`src/rtl/combfilter_pkg.sv`:
```
// -----------------------------------------------------------------------------
// combfilter_pkg
//
// Shared definitions for the combfilter_n comb filter and its delay line.
//
// Contents:
//   mode_t          runtime mode select carried on mode_i
//     MODE_FF_ADD   2'b00  y = x + d,             line stores x
//     MODE_FF_SUB   2'b01  y = x - d,             line stores x
//     MODE_FB_ADD   2'b10  y = x + (d >> shift),  line stores limited y
//     MODE_PASS     2'b11  y = x,                 line stores x
//   ptr_width()     pointer width for a circular buffer of a given depth,
//                   never less than one bit so a depth of 1 still elaborates
// -----------------------------------------------------------------------------
package combfilter_pkg;

    typedef enum logic [1:0] {
        MODE_FF_ADD = 2'b00,
        MODE_FF_SUB = 2'b01,
        MODE_FB_ADD = 2'b10,
        MODE_PASS   = 2'b11
    } mode_t;

    // Width of an index that addresses 0 .. depth-1.
    function automatic int ptr_width(input int depth);
        return (depth > 1) ? $clog2(depth) : 1;
    endfunction

endpackage : combfilter_pkg

```
`src/rtl/combfilter_n_if.sv`:
```
// -----------------------------------------------------------------------------
// combfilter_n_if
//
// Sample-path bundle between a sample source and combfilter_n.
//
// Handshake: a sample is transferred on every rising clock edge where
// valid_i is high (and the filter is not in reset). There is no ready/
// backpressure; the filter accepts one sample per cycle unconditionally.
// valid_o is a one-cycle pulse marking the cycle data_out carries the
// result for the sample accepted on the preceding edge.
//
// Signals:
//   valid_i   source -> filter   data_in/mode_i hold a new sample
//   data_in   source -> filter   unsigned sample x[n], WIDTH bits
//   mode_i    source -> filter   mode for this sample (combfilter_pkg::mode_t)
//   data_out  filter -> source   unsigned result y[n], registered
//   valid_o   filter -> source   data_out updated this cycle
//   primed_o  filter -> source   delay line full, delayed term is live
//
// Modports:
//   master  the sample source (drives valid_i/data_in/mode_i)
//   slave   the filter
// -----------------------------------------------------------------------------
interface combfilter_n_if #(
    parameter int WIDTH = 4
);

    logic                  valid_i;
    logic [WIDTH-1:0]      data_in;
    combfilter_pkg::mode_t mode_i;
    logic [WIDTH-1:0]      data_out;
    logic                  valid_o;
    logic                  primed_o;

    modport master (
        output valid_i,
        output data_in,
        output mode_i,
        input  data_out,
        input  valid_o,
        input  primed_o
    );

    modport slave (
        input  valid_i,
        input  data_in,
        input  mode_i,
        output data_out,
        output valid_o,
        output primed_o
    );

endinterface : combfilter_n_if

```
`src/rtl/comb_delay_line.sv`:
```
// -----------------------------------------------------------------------------
// comb_delay_line
//
// DELAY x WIDTH circular buffer holding the comb filter history, together
// with the fill count that says how much of that history is valid.
//
// The read port is combinational on the current write pointer. Because the
// buffer is exactly DELAY deep, the word at the write pointer is the one
// written DELAY accepted samples ago; it is read before being overwritten
// on the same edge.
//
// The buffer contents are never reset. The fill count masks stale words,
// and primed only rises once DELAY fresh words have been written.
//
// Ports:
//   clk         clock, rising edge
//   rst         synchronous active-high reset (pointer, fill, primed)
//   wr_en       an accepted sample: write wr_data, advance pointer and fill
//   wr_data     word to store at the write pointer
//   clear_fill  with wr_en: restart the fill count before this write, so the
//               fill count afterwards is 1 (pointer keeps advancing)
//   rd_data     word written DELAY accepted samples ago (valid when primed)
//   primed      registered, fill count == DELAY
//   fill_dbg    current fill count, for observation only
// -----------------------------------------------------------------------------
module comb_delay_line
    import combfilter_pkg::*;
#(
    parameter int WIDTH = 4,
    parameter int DELAY = 8
) (
    input  logic                         clk,
    input  logic                         rst,
    input  logic                         wr_en,
    input  logic [WIDTH-1:0]             wr_data,
    input  logic                         clear_fill,
    output logic [WIDTH-1:0]             rd_data,
    output logic                         primed,
    output logic [$clog2(DELAY+1)-1:0]   fill_dbg
);

    localparam int PTR_W  = ptr_width(DELAY);
    localparam int FILL_W = $clog2(DELAY + 1);

    localparam logic [PTR_W-1:0]  PTR_LAST = PTR_W'(DELAY - 1);
    localparam logic [FILL_W-1:0] FILL_MAX = FILL_W'(DELAY);

    logic [WIDTH-1:0]  mem [DELAY];
    logic [PTR_W-1:0]  ptr;
    logic [FILL_W-1:0] fill;
    logic [FILL_W-1:0] fill_base;
    logic [FILL_W-1:0] fill_next;

    assign rd_data  = mem[ptr];
    assign fill_dbg = fill;

    // Fill count after this edge: restart from zero on a mode change, then
    // count the sample being written, saturating at DELAY.
    always_comb begin
        fill_base = clear_fill ? '0 : fill;
        fill_next = fill;
        if (wr_en) begin
            fill_next = (fill_base == FILL_MAX) ? FILL_MAX
                                                : fill_base + FILL_W'(1);
        end
    end

    // Storage has no reset; stale words are hidden by the fill count.
    always_ff @(posedge clk) begin
        if (wr_en && !rst) begin
            mem[ptr] <= wr_data;
        end
    end

    always_ff @(posedge clk) begin
        if (rst) begin
            ptr    <= '0;
            fill   <= '0;
            primed <= 1'b0;
        end else begin
            if (wr_en) begin
                ptr <= (ptr == PTR_LAST) ? '0 : ptr + PTR_W'(1);
            end
            fill   <= fill_next;
            primed <= (fill_next == FILL_MAX);
        end
    end

endmodule : comb_delay_line

```
`src/rtl/combfilter_n.sv`:
```
// -----------------------------------------------------------------------------
// combfilter_n
//
// Parametrised comb filter on an unsigned sample stream. Each accepted
// sample x produces one registered result y one cycle later:
//   FF-add : y = x + d              (history stores x)
//   FF-sub : y = x - d              (history stores x)
//   FB-add : y = x + (d >> FB_SHIFT) (history stores the limited y)
//   pass   : y = x                  (history stores x)
// where d is the history word from DELAY accepted samples earlier, or 0
// while the history is not yet full.
//
// Arithmetic is done at WIDTH+1 bits. Build option:
//   COMBFILTER_SAT_EN defined   : sums clamp to 2^WIDTH-1, differences to 0
//   COMBFILTER_SAT_EN undefined : results wrap modulo 2^WIDTH
//
// A sample whose mode differs from the previous accepted sample restarts
// the history fill, so that sample and the following DELAY-1 samples see
// d = 0. The write pointer is not disturbed.
//
// Parameters:
//   WIDTH     sample width (>= 2)
//   DELAY     comb delay in accepted samples (>= 1)
//   FB_SHIFT  right shift on the fed-back term (0 .. WIDTH-1)
//
// Ports:
//   CLK_i     clock, rising edge
//   RST_i     synchronous active-high reset; wins over valid_i
//   bus       combfilter_n_if slave: valid_i, data_in, mode_i in;
//             data_out, valid_o, primed_o out
//   mode_dbg  stored mode of the last accepted sample, for observation
// -----------------------------------------------------------------------------
module combfilter_n
    import combfilter_pkg::*;
#(
    parameter int WIDTH    = 4,
    parameter int DELAY    = 8,
    parameter int FB_SHIFT = 1
) (
    input  logic              CLK_i,
    input  logic              RST_i,
    combfilter_n_if.slave     bus,
    output mode_t             mode_dbg
);

    // -------------------------------------------------------------------
    // Elaboration-time parameter sanity
    // -------------------------------------------------------------------
    if (WIDTH < 2) begin : g_bad_width
        $error("combfilter_n: WIDTH must be >= 2");
    end
    if (DELAY < 1) begin : g_bad_delay
        $error("combfilter_n: DELAY must be >= 1");
    end
    if (FB_SHIFT < 0 || FB_SHIFT >= WIDTH) begin : g_bad_shift
        $error("combfilter_n: FB_SHIFT must be in 0 .. WIDTH-1");
    end

    // -------------------------------------------------------------------
    // Declarations
    // -------------------------------------------------------------------
    logic                        accept;
    logic                        mode_change;
    mode_t                       mode_q;
    logic [WIDTH-1:0]            line_rd;
    logic                        line_primed;
    logic [$clog2(DELAY+1)-1:0]  line_fill;
    logic [WIDTH-1:0]            d_term;
    logic [WIDTH-1:0]            d_fb;
    logic [WIDTH:0]              x_ext;
    logic [WIDTH:0]              sum_ff;
    logic [WIDTH:0]              diff_ff;
    logic [WIDTH:0]              sum_fb;
    logic [WIDTH-1:0]            y_next;
    logic [WIDTH-1:0]            line_wr;
    logic [WIDTH-1:0]            data_q;
    logic                        valid_q;

    // -------------------------------------------------------------------
    // Limiting helpers
    // -------------------------------------------------------------------
    // Addition carry lands in bit WIDTH; subtraction borrow also sets bit
    // WIDTH because both operands are zero-extended.
    function automatic logic [WIDTH-1:0] limit_add(input logic [WIDTH:0] s);
`ifdef COMBFILTER_SAT_EN
        return s[WIDTH] ? {WIDTH{1'b1}} : s[WIDTH-1:0];
`else
        return s[WIDTH-1:0];
`endif
    endfunction

    function automatic logic [WIDTH-1:0] limit_sub(input logic [WIDTH:0] s);
`ifdef COMBFILTER_SAT_EN
        return s[WIDTH] ? {WIDTH{1'b0}} : s[WIDTH-1:0];
`else
        return s[WIDTH-1:0];
`endif
    endfunction

    // -------------------------------------------------------------------
    // Acceptance and mode tracking
    // -------------------------------------------------------------------
    assign accept      = bus.valid_i && !RST_i;
    assign mode_change = (bus.mode_i != mode_q);
    assign mode_dbg    = mode_q;

    // -------------------------------------------------------------------
    // History
    // -------------------------------------------------------------------
    comb_delay_line #(
        .WIDTH (WIDTH),
        .DELAY (DELAY)
    ) u_line (
        .clk        (CLK_i),
        .rst        (RST_i),
        .wr_en      (accept),
        .wr_data    (line_wr),
        .clear_fill (mode_change),
        .rd_data    (line_rd),
        .primed     (line_primed),
        .fill_dbg   (line_fill)
    );

    // The delayed term is live only with a full history; a mode change
    // clears the fill before this sample, so it must see d = 0 as well.
    assign d_term = (line_primed && !mode_change) ? line_rd : '0;
    assign d_fb   = d_term >> FB_SHIFT;

    // -------------------------------------------------------------------
    // Arithmetic
    // -------------------------------------------------------------------
    assign x_ext   = {1'b0, bus.data_in};
    assign sum_ff  = x_ext + {1'b0, d_term};
    assign diff_ff = x_ext - {1'b0, d_term};
    assign sum_fb  = x_ext + {1'b0, d_fb};

    always_comb begin
        y_next  = bus.data_in;
        line_wr = bus.data_in;
        case (bus.mode_i)
            MODE_FF_ADD: y_next = limit_add(sum_ff);
            MODE_FF_SUB: y_next = limit_sub(diff_ff);
            MODE_FB_ADD: begin
                y_next  = limit_add(sum_fb);
                // Feedback path stores the limited result, not the input.
                line_wr = limit_add(sum_fb);
            end
            MODE_PASS:   y_next = bus.data_in;
            default:     y_next = bus.data_in;
        endcase
    end

    // -------------------------------------------------------------------
    // Output stage and stored mode
    // -------------------------------------------------------------------
    always_ff @(posedge CLK_i) begin
        if (RST_i) begin
            data_q  <= '0;
            valid_q <= 1'b0;
            mode_q  <= MODE_FF_ADD;
        end else if (bus.valid_i) begin
            data_q  <= y_next;
            valid_q <= 1'b1;
            mode_q  <= bus.mode_i;
        end else begin
            valid_q <= 1'b0;
        end
    end

    assign bus.data_out = data_q;
    assign bus.valid_o  = valid_q;
    assign bus.primed_o = line_primed;

    // The fill count is exported for observation; nothing here consumes it.
    logic unused_ok;
    assign unused_ok = ^line_fill;

endmodule : combfilter_n

```
`src/flat_wrapper.sv`:
```
// flat-port wrapper written by rule: the top's interface ports become plain ports
module combfilter_n_flat import combfilter_pkg::*;
#(
    parameter int WIDTH    = 4,
    parameter int DELAY    = 8,
    parameter int FB_SHIFT = 1
)
  (CLK_i, RST_i, mode_dbg, bus_valid_i, bus_data_in, bus_mode_i, bus_data_out, bus_valid_o, bus_primed_o);
  combfilter_n_if #(.WIDTH(WIDTH)) bus_i ();
  input  logic CLK_i;
  input  logic RST_i;
  output mode_t mode_dbg;
  input wire logic [$bits(bus_i.valid_i)-1:0] bus_valid_i;
  input wire logic [$bits(bus_i.data_in)-1:0] bus_data_in;
  input wire logic [$bits(bus_i.mode_i)-1:0] bus_mode_i;
  output wire logic [$bits(bus_i.data_out)-1:0] bus_data_out;
  output wire logic [$bits(bus_i.valid_o)-1:0] bus_valid_o;
  output wire logic [$bits(bus_i.primed_o)-1:0] bus_primed_o;
  assign bus_i.valid_i = bus_valid_i;
  assign bus_i.data_in = bus_data_in;
  assign bus_i.mode_i = bus_mode_i;
  assign bus_data_out = bus_i.data_out;
  assign bus_valid_o = bus_i.valid_o;
  assign bus_primed_o = bus_i.primed_o;
  combfilter_n #(.WIDTH(WIDTH), .DELAY(DELAY), .FB_SHIFT(FB_SHIFT)) u_core (.CLK_i(CLK_i), .RST_i(RST_i), .bus(bus_i), .mode_dbg(mode_dbg));
endmodule
```
`config.mk`:
```
export PLATFORM = sky130hd
export DESIGN_NAME = combfilter_n_flat
export DESIGN_NICKNAME = d
export VERILOG_FILES = /design/src/rtl/combfilter_pkg.sv /design/src/rtl/combfilter_n_if.sv /design/src/rtl/comb_delay_line.sv /design/src/rtl/combfilter_n.sv /design/src/flat_wrapper.sv
export SDC_FILE = /design/constraint.sdc
export NUM_CORES = 1
export LEC_CHECK = 0
export CAP_MARGIN = 20
export CORE_MARGIN = 8
export CORE_UTILIZATION = 40
export CTS_CLUSTER_DIAMETER = 100
export DETAILED_ROUTE_END_ITERATION = 10
export PLACE_DENSITY_LB_ADDON = 0.08
export SETUP_SLACK_MARGIN = 0.1
export SYNTH_ARGS = -nofsm -noshare
export SYNTH_HDL_FRONTEND = slang
export SYNTH_SLANG_ARGS = --single-unit
```
`constraint.sdc`:
```
create_clock -name CLK_i -period 3.8 [get_ports CLK_i]
set_input_delay 0.76 -clock CLK_i [delete_from_list [all_inputs] [get_ports CLK_i]]
set_output_delay 0.76 -clock CLK_i [all_outputs]
set_load 0.02 [all_outputs]
```
Word level (Yosys, flattened, before mapping)
Memories as Yosys holds them, arrays and structs flattened. A register that Yosys moved wholly into a read port is not among the register bits.
Cells that the tools add are included.
{ "word_totals": {"register_bits": 15, "latch_bits": 0, "ram_bits": 32, "mem_bits_ro": 0, "out_inout_bits": 8, "n_memories": 1} }
{ "classes": {"add_sub_neg": 5, "multipliers": 0, "div": 0, "n_lt_le_gt_ge": 0, "eq_ne": 7, "shifts": 0, "n_mux": 12, "n_bitwise": 0, "reduce_logical": 6} }
{ "mem_list": {"columns": ["memory", "depth", "width", "read_ports", "rd_ports_with_merged_regs", "wr", "line", "rtl"], "rows": [
  ["u_core.u_line.mem", 8, 4, 1, 1, 1, "comb_delay_line.sv:48", "logic [WIDTH-1:0] mem [DELAY];"]
]} }
{ "ops": {"columns": ["operator", "count"], "rows": [
  ["4-bit two-way mux", 5],
  ["4-bit case mux with 4 select lines", 1],
  ["3-bit two-way mux", 3],
  ["4-bit equality test, second input constant", 2],
  ["4-bit by 1-bit adder with 4-bit output, second input constant", 1],
  ["4-bit by 3-bit adder with 4-bit output", 1],
  ["4-bit adder", 1],
  ["2-bit equality test, second input constant", 2],
  ["4-bit subtractor", 1],
  ["3-bit by 1-bit adder with 3-bit output, second input constant", 1],
  ["3-bit equality test, second input constant", 1],
  ["1-bit logical AND", 3],
  ["1-bit two-way mux", 3],
  ["2-bit by 1-bit equality test with 1-bit output, second input constant", 1],
  ["1-bit logical NOT", 2],
  ["2-bit logical NOT", 1],
  ["2-bit inequality test", 1]
]} }

Longest topological paths before layout
{ "depth": {"ltp_word": 6, "mapped_depth": 15} }

Hierarchy
Synthesis repeated with hierarchy kept, for this count alone.
{ "hier_totals": {"cells_unflattened": 196, "area_unflattened_um2": 2489.9} }
{ "by_module_without_submodules": {"columns": ["mod", "n_inst", "cells_each", "area_per_inst_um2", "seq_area_each_um2"], "rows": [
  ["comb_delay_line", 1, 108, 1721.7, 1181.1],
  ["combfilter_n", 1, 88, 768.2, 140.1]
]} }

Worst setup path after synthesis
OpenSTA, ideal clock, no wires.
{ "synth_path": {"path_kind": "input -> register", "startpoint": "in bus_mode_i[0]", "endpoint": "reg u_core.data_q[3] (netlist: u_core.bus.data_out[3])", "t_arrival_ns": 3.234, "setup_slack_ns": 0.487, "path_stages": 15, "n_path_buf": 1, "cell_sequence": "buf_6 xnor2_4 nand3_4 nor2_2 inv_1 ha_1 mux2_2 inv_2 ha_1 nor2b_1 o21ai_1 nor3b_1 nor3_1 or3b_1 o211ai_1"} }
{ "synth_between": {"elab_chain_len": 6} }
{ "synth_rtl": {"columns": ["item", "line", "rtl"], "rows": [
  ["start: declaration", "flat_wrapper.sv:15", "input wire logic [$bits(bus_i.mode_i)-1:0] bus_mode_i;"],
  ["2-bit inequality test", "combfilter_n.sv:104", "assign mode_change = (bus.mode_i != mode_q);"],
  ["1-bit logical NOT", "combfilter_n.sv:126", "assign d_term = (line_primed && !mode_change) ? line_rd : '0;"],
  ["1-bit logical AND", "combfilter_n.sv:126", null],
  ["4-bit two-way mux", "combfilter_n.sv:126", null],
  ["4-bit by 3-bit adder with 4-bit output (tied with other cells)", "combfilter_n.sv:135", "assign sum_fb = x_ext + {1'b0, d_fb};"],
  ["4-bit case mux with 4 select lines (*)", "combfilter_n.sv:140", "case (bus.mode_i)"],
  ["end signal: assignment", "combfilter_n.sv:162", "data_q <= y_next;"],
  ["end: declaration", "combfilter_n.sv:76", "logic [WIDTH-1:0] data_q;"]
]} }
Every way passes the cells marked *; elsewhere a longest branch is shown, timed or not.
A chain may end at the register's enable or synchronous reset.

Final worst setup path
Same ends and word-level chain as after synthesis.

==> flow_results.org <==
** Run status
- Run status :: completed

** Global routing
- Via count of the first global-routing pass :: 1,693
- Largest net degree at the start of global routing :: 16
- Global routing used 12.41% of the available tracks across all layers.
- Summed over all layers, the global routing overflow is 0.
- The first global-routing pass estimated 8.459 mm of wire.
- The number of antenna violations at the first check in global routing came to 0.

** Power
- In this run the power density over the cells is 354.9 nW/µm².
- Cell internal power was estimated by the tool at 0.7851 mW.
- Final Power :: 1.036 mW
- Across the VDD grid, the largest voltage drop is 0.1505 mV.
- Net load switching power :: 0.2505 mW
- The clock network accounts for 28.5% of the total power.
- Sequential cells burn 58.7% of the power.
- Share of total power consumed by net switching :: 24.19%
- Combinational cells account for 12.8% of the total power.
- In this run the static leakage power is 1.097 nW.

** Clock tree
- TritonCTS built the clock tree.
- Root Buffer Master :: sky130_fd_sc_hd__clkbuf_8
- For this design, the sink count on the clock tree is 50.
- Buffer count from post-CTS setup fixing :: 0
- H-Tree Depth :: 2
- Clock latency on the worst-skew pair, taken at its later pin, is 300 ps.
- Number of buffers on the longest clock path :: 2
- Counting the buffers created by CTS gives 5.
- After clock tree synthesis, the clock-pin slew on the worst setup and hold paths is 90 ps.

** Floorplanning
- Die Outline Area :: 9032 µm²
- Once the floorplan was initialized, standard cells occupied 41.71% of the core.
- The floorplan has 28 rows.
- The floorplan step set the die width to 95.04 µm.
- IO Pins :: 17
- Vertical extent of the die :: 95.04 µm
- After floorplanning, the core was sized to cover 5991 µm².

** Yosys
- YS warnings :: 0
- The netlist uses 46 different library cells.
- Post-synthesis instance total :: 195
- Net count after synthesis :: 217
- Flip-flop and latch count after synthesis :: 50
- The synthesized design contains 32 enable-type register cells.
- The mapped netlist covers 2499 µm².
- In the synthesized netlist the async set-or-reset flop fraction comes to 0%.
- Fraction of the yosys area taken by sequential cells :: 52.88%
- Syn Area/Cell :: 12.81 µm²
- For this run, the leading register cell type out of synthesis is sky130_fd_sc_hd__edfxtp_1.

** Route
- After the first detailed-routing iteration, the DRC count stood at 63.
- First drt pass iteration count :: 4
- In the routed layout, each cell is associated on average with a via count of 5.170.
- After detailed routing, the number of remaining DRC violations is 0.
- Via count :: 1,577
- DR WL/cell :: 16.78 µm
- Summed over all layers, the routed wires come to 5.118 mm.
- Final ANT Viol Nets :: 0

** STA
- The final critical path takes up 93.32% of the cycle.
- Hold Violations, Final :: 0
- For the final database, setup skew stands at 7.693 ps.
- For the pin with the worst max-slew slack, the measured transition is 942.7 ps.
- Summed over all failing endpoints, the final setup total negative slack is 0 ps.
- Smallest hold slack :: 492.5 ps
- Max-slew violation count :: 0
- After layout, the worst setup slack is 253.9 ps.
- Setup violations remaining at the end of the flow were counted as 0.
- Post-layout min period :: 3546 ps
- Highest attainable clock frequency :: 282.0 MHz
- Headroom to the max-slew limit came out at 36.49%.
- Setup repair after global routing left no endpoint under its margin.

** Place
- Weighted congestion reported at the end of routability-driven placement :: 0.8457
- Once placement completed, the tool counted placed cells totaling 297.
- In this run the cell area measured after placement is 2831 µm².
- Worst setup slack before clock tree synthesis :: -55.41 ps
- Detailed placement ended at an HPWL of 3.957 mm.
- Number of buffers inserted by port buffering :: 16

** Final layout
- Leaving out fill and tap cells, the most frequent cell in the layout is sky130_fd_sc_hd__edfxtp_1.
- The post-route netlist has 17.83% of its cells at a drive strength greater than 1.
- Number of nets in the finished design :: 251
- Excluding fillers, the count of instances in the completed layout stands at 305.
- Post-route cell area :: 2918 µm²
- Share of the core filled with cells :: 48.71%
- Post-synthesis to final-layout area growth :: 16.78%
- Top library cells by usage in the layout, fill and taps aside :: 32 x sky130_fd_sc_hd__edfxtp_1, 23 x sky130_fd_sc_hd__nor2_1, 20 x sky130_fd_sc_hd__mux2i_1
- Antenna Cells :: 0

** Setup path
- Buffers & Inverters on Critical Path :: 3
- STA puts the critical path data required time at 4020 ps.
- STA classifies the critical path startpoint as an input pin.
- Delay of the slowest cell on the worst path :: 570 ps
- The signal on the critical path passes through clkdlybuf4s50_1 -> xnor2_4 -> nand3_4 -> nor2_2 -> inv_1 -> ha_1 -> mux2_2 -> inv_2 -> ha_1 -> nor2b_1 -> o21ai_1 -> nor3b_1 -> nor3_1 -> or3b_1 -> o211ai_1.
- Largest fanout of any net on the critical path :: 4
- The worst register-to-register path has a depth of 14.
- Worst setup path category :: in2reg
- Among cell families on the critical path, the largest total delay comes from simple AND/OR/NAND/NOR gates.
- CP Capture Type :: flip-flop
- The slowest stage of the critical path is the sky130_fd_sc_hd__clkdlybuf4s50_1 cell.
- CP most frequent cell :: sky130_fd_sc_hd__ha_1
- CP Depth :: 15
- Arrival time at the worst endpoint :: 3770 ps

** Hold path
- Along the worst hold path, the cell count comes to 2.
- The worst hold path belongs to the class reg2reg.

** Run
- Max-capacitance violation count :: 0
power by group through the flow:
stage	registers (mW)	logic, mW	clock network (mW)
after detailed placement	0.621	0.135	0
after global placement	0.620	0.132	0
after global routing	0.611	0.147	0.323
final	0.608	0.133	0.295
after CTS	0.608	0.135	0.309
after floorplan	0.621	0.0811	0
per-layer routing:
metal,up-vias,global-route usage (%),wire length (µm)
met1,758,14.56,2262
met3,8,3.381,209
met5,-,0,0
met2,30,21.32,2542
li1,781,-,-
met4,0,4.421,104
worst paths after layout:
| path | start | end | slack, ps |
|---|---|---|---|
| max | bus_mode_i[0] | u_core.bus.data_out[3] | 250 |
| min | u_core.bus.data_out[2] | u_core.bus.data_out[2] | 490 |
| max reg2reg | flip-flop | u_core.bus.data_out[3] | 390 |
| min reg2reg | u_core.bus.data_out[2] | u_core.bus.data_out[2] | 490 |
state kept, by name, summed over array words and instances, names as in the netlist, named ones only:
register / flops
u_core.mode_dbg: 2
u_core.u_line.fill_dbg: 4
u_core.bus.valid_o: 1
u_core.u_line.mem: 32
u_core.u_line.primed: 1
u_core.u_line.ptr: 3
u_core.bus.data_out: 4
cell usage after synthesis (2+ instances only):
cell                       instances  share of area (%)
sky130_fd_sc_hd__fa_1              2                1.6
sky130_fd_sc_hd__o211ai_1          3               0.90
sky130_fd_sc_hd__buf_1             2               0.30
sky130_fd_sc_hd__mux2_2            2               0.90
sky130_fd_sc_hd__nor4_1            2               0.50
sky130_fd_sc_hd__o21a_1            2               0.60
sky130_fd_sc_hd__and2_1            2               0.50
sky130_fd_sc_hd__mux4_2            5                4.5
sky130_fd_sc_hd__and3_1            2               0.50
sky130_fd_sc_hd__nand2b_1          4                1.0
sky130_fd_sc_hd__nor3_1            7                1.4
sky130_fd_sc_hd__o21ai_1           5                1.0
sky130_fd_sc_hd__nand2_1           8                1.2
sky130_fd_sc_hd__buf_6             4                1.8
sky130_fd_sc_hd__edfxtp_1         32                 38
sky130_fd_sc_hd__mux2_1            2               0.90
sky130_fd_sc_hd__o21ai_0           2               0.40
sky130_fd_sc_hd__inv_2             2               0.30
sky130_fd_sc_hd__xnor2_1           2               0.70
sky130_fd_sc_hd__nor2b_1           2               0.50
sky130_fd_sc_hd__dfxtp_1          18                 14
sky130_fd_sc_hd__inv_1             8                1.2
sky130_fd_sc_hd__a21oi_1           2               0.40
sky130_fd_sc_hd__nor2_1           23                3.5
sky130_fd_sc_hd__xor2_1            2               0.70
sky130_fd_sc_hd__ha_1             11                5.5
sky130_fd_sc_hd__mux2i_1          20                8.0
cell families (layout without fill, tap and decap cells):
group                      after synthesis  count (layout)  synth area share (%)
and+or+nand+nor                         58              58                 12.17
DFF                                     50              50                 52.88
muxes                                   30              30                 15.37
AOI/OAI and AO/OA                       21              21                 5.559
buffers and inverters                   17              52                 3.756
adders and majority gates               13              13                 7.111
xor gates and xnor gates                 6               6                 3.155
worst register-to-register path, cell delays in order (launching register included):
cell and delay (ps):
sky130_fd_sc_hd__dfxtp_2 480, sky130_fd_sc_hd__mux4_2 550, sky130_fd_sc_hd__mux2i_1 250, sky130_fd_sc_hd__nor2_1 90
sky130_fd_sc_hd__inv_1 70, sky130_fd_sc_hd__ha_1 210, sky130_fd_sc_hd__mux2_2 280, sky130_fd_sc_hd__inv_2 50
sky130_fd_sc_hd__ha_1 210, sky130_fd_sc_hd__nor2b_1 130, sky130_fd_sc_hd__o21ai_1 130, sky130_fd_sc_hd__nor3b_1 280
sky130_fd_sc_hd__nor3_1 100, sky130_fd_sc_hd__or3b_1 380, sky130_fd_sc_hd__o211ai_1 150
cell type report:
| class | count | area (µm²) |
|---|---|---|
| Multi-Input combinational cell | 128 | 1084 |
| Fill cell | 534 | 3073 |
| Clock buffer | 5 | 68.82 |
| Clock inverter | 3 | 16.27 |
| Sequential cell | 50 | 1323 |
| Timing Repair Buffer | 34 | 295.3 |
| Inverter | 10 | 37.54 |
| Tap cell | 75 | 93.84 |
timing repair:
| action | in CTS | in global routing |
|---|---|---|
| gates resized for setup | 0 | 1 |
| hold buffers | 0 | 0 |
| setup endpoints to repair | 0 | 1 |
(Power assumes the default switching activity.)
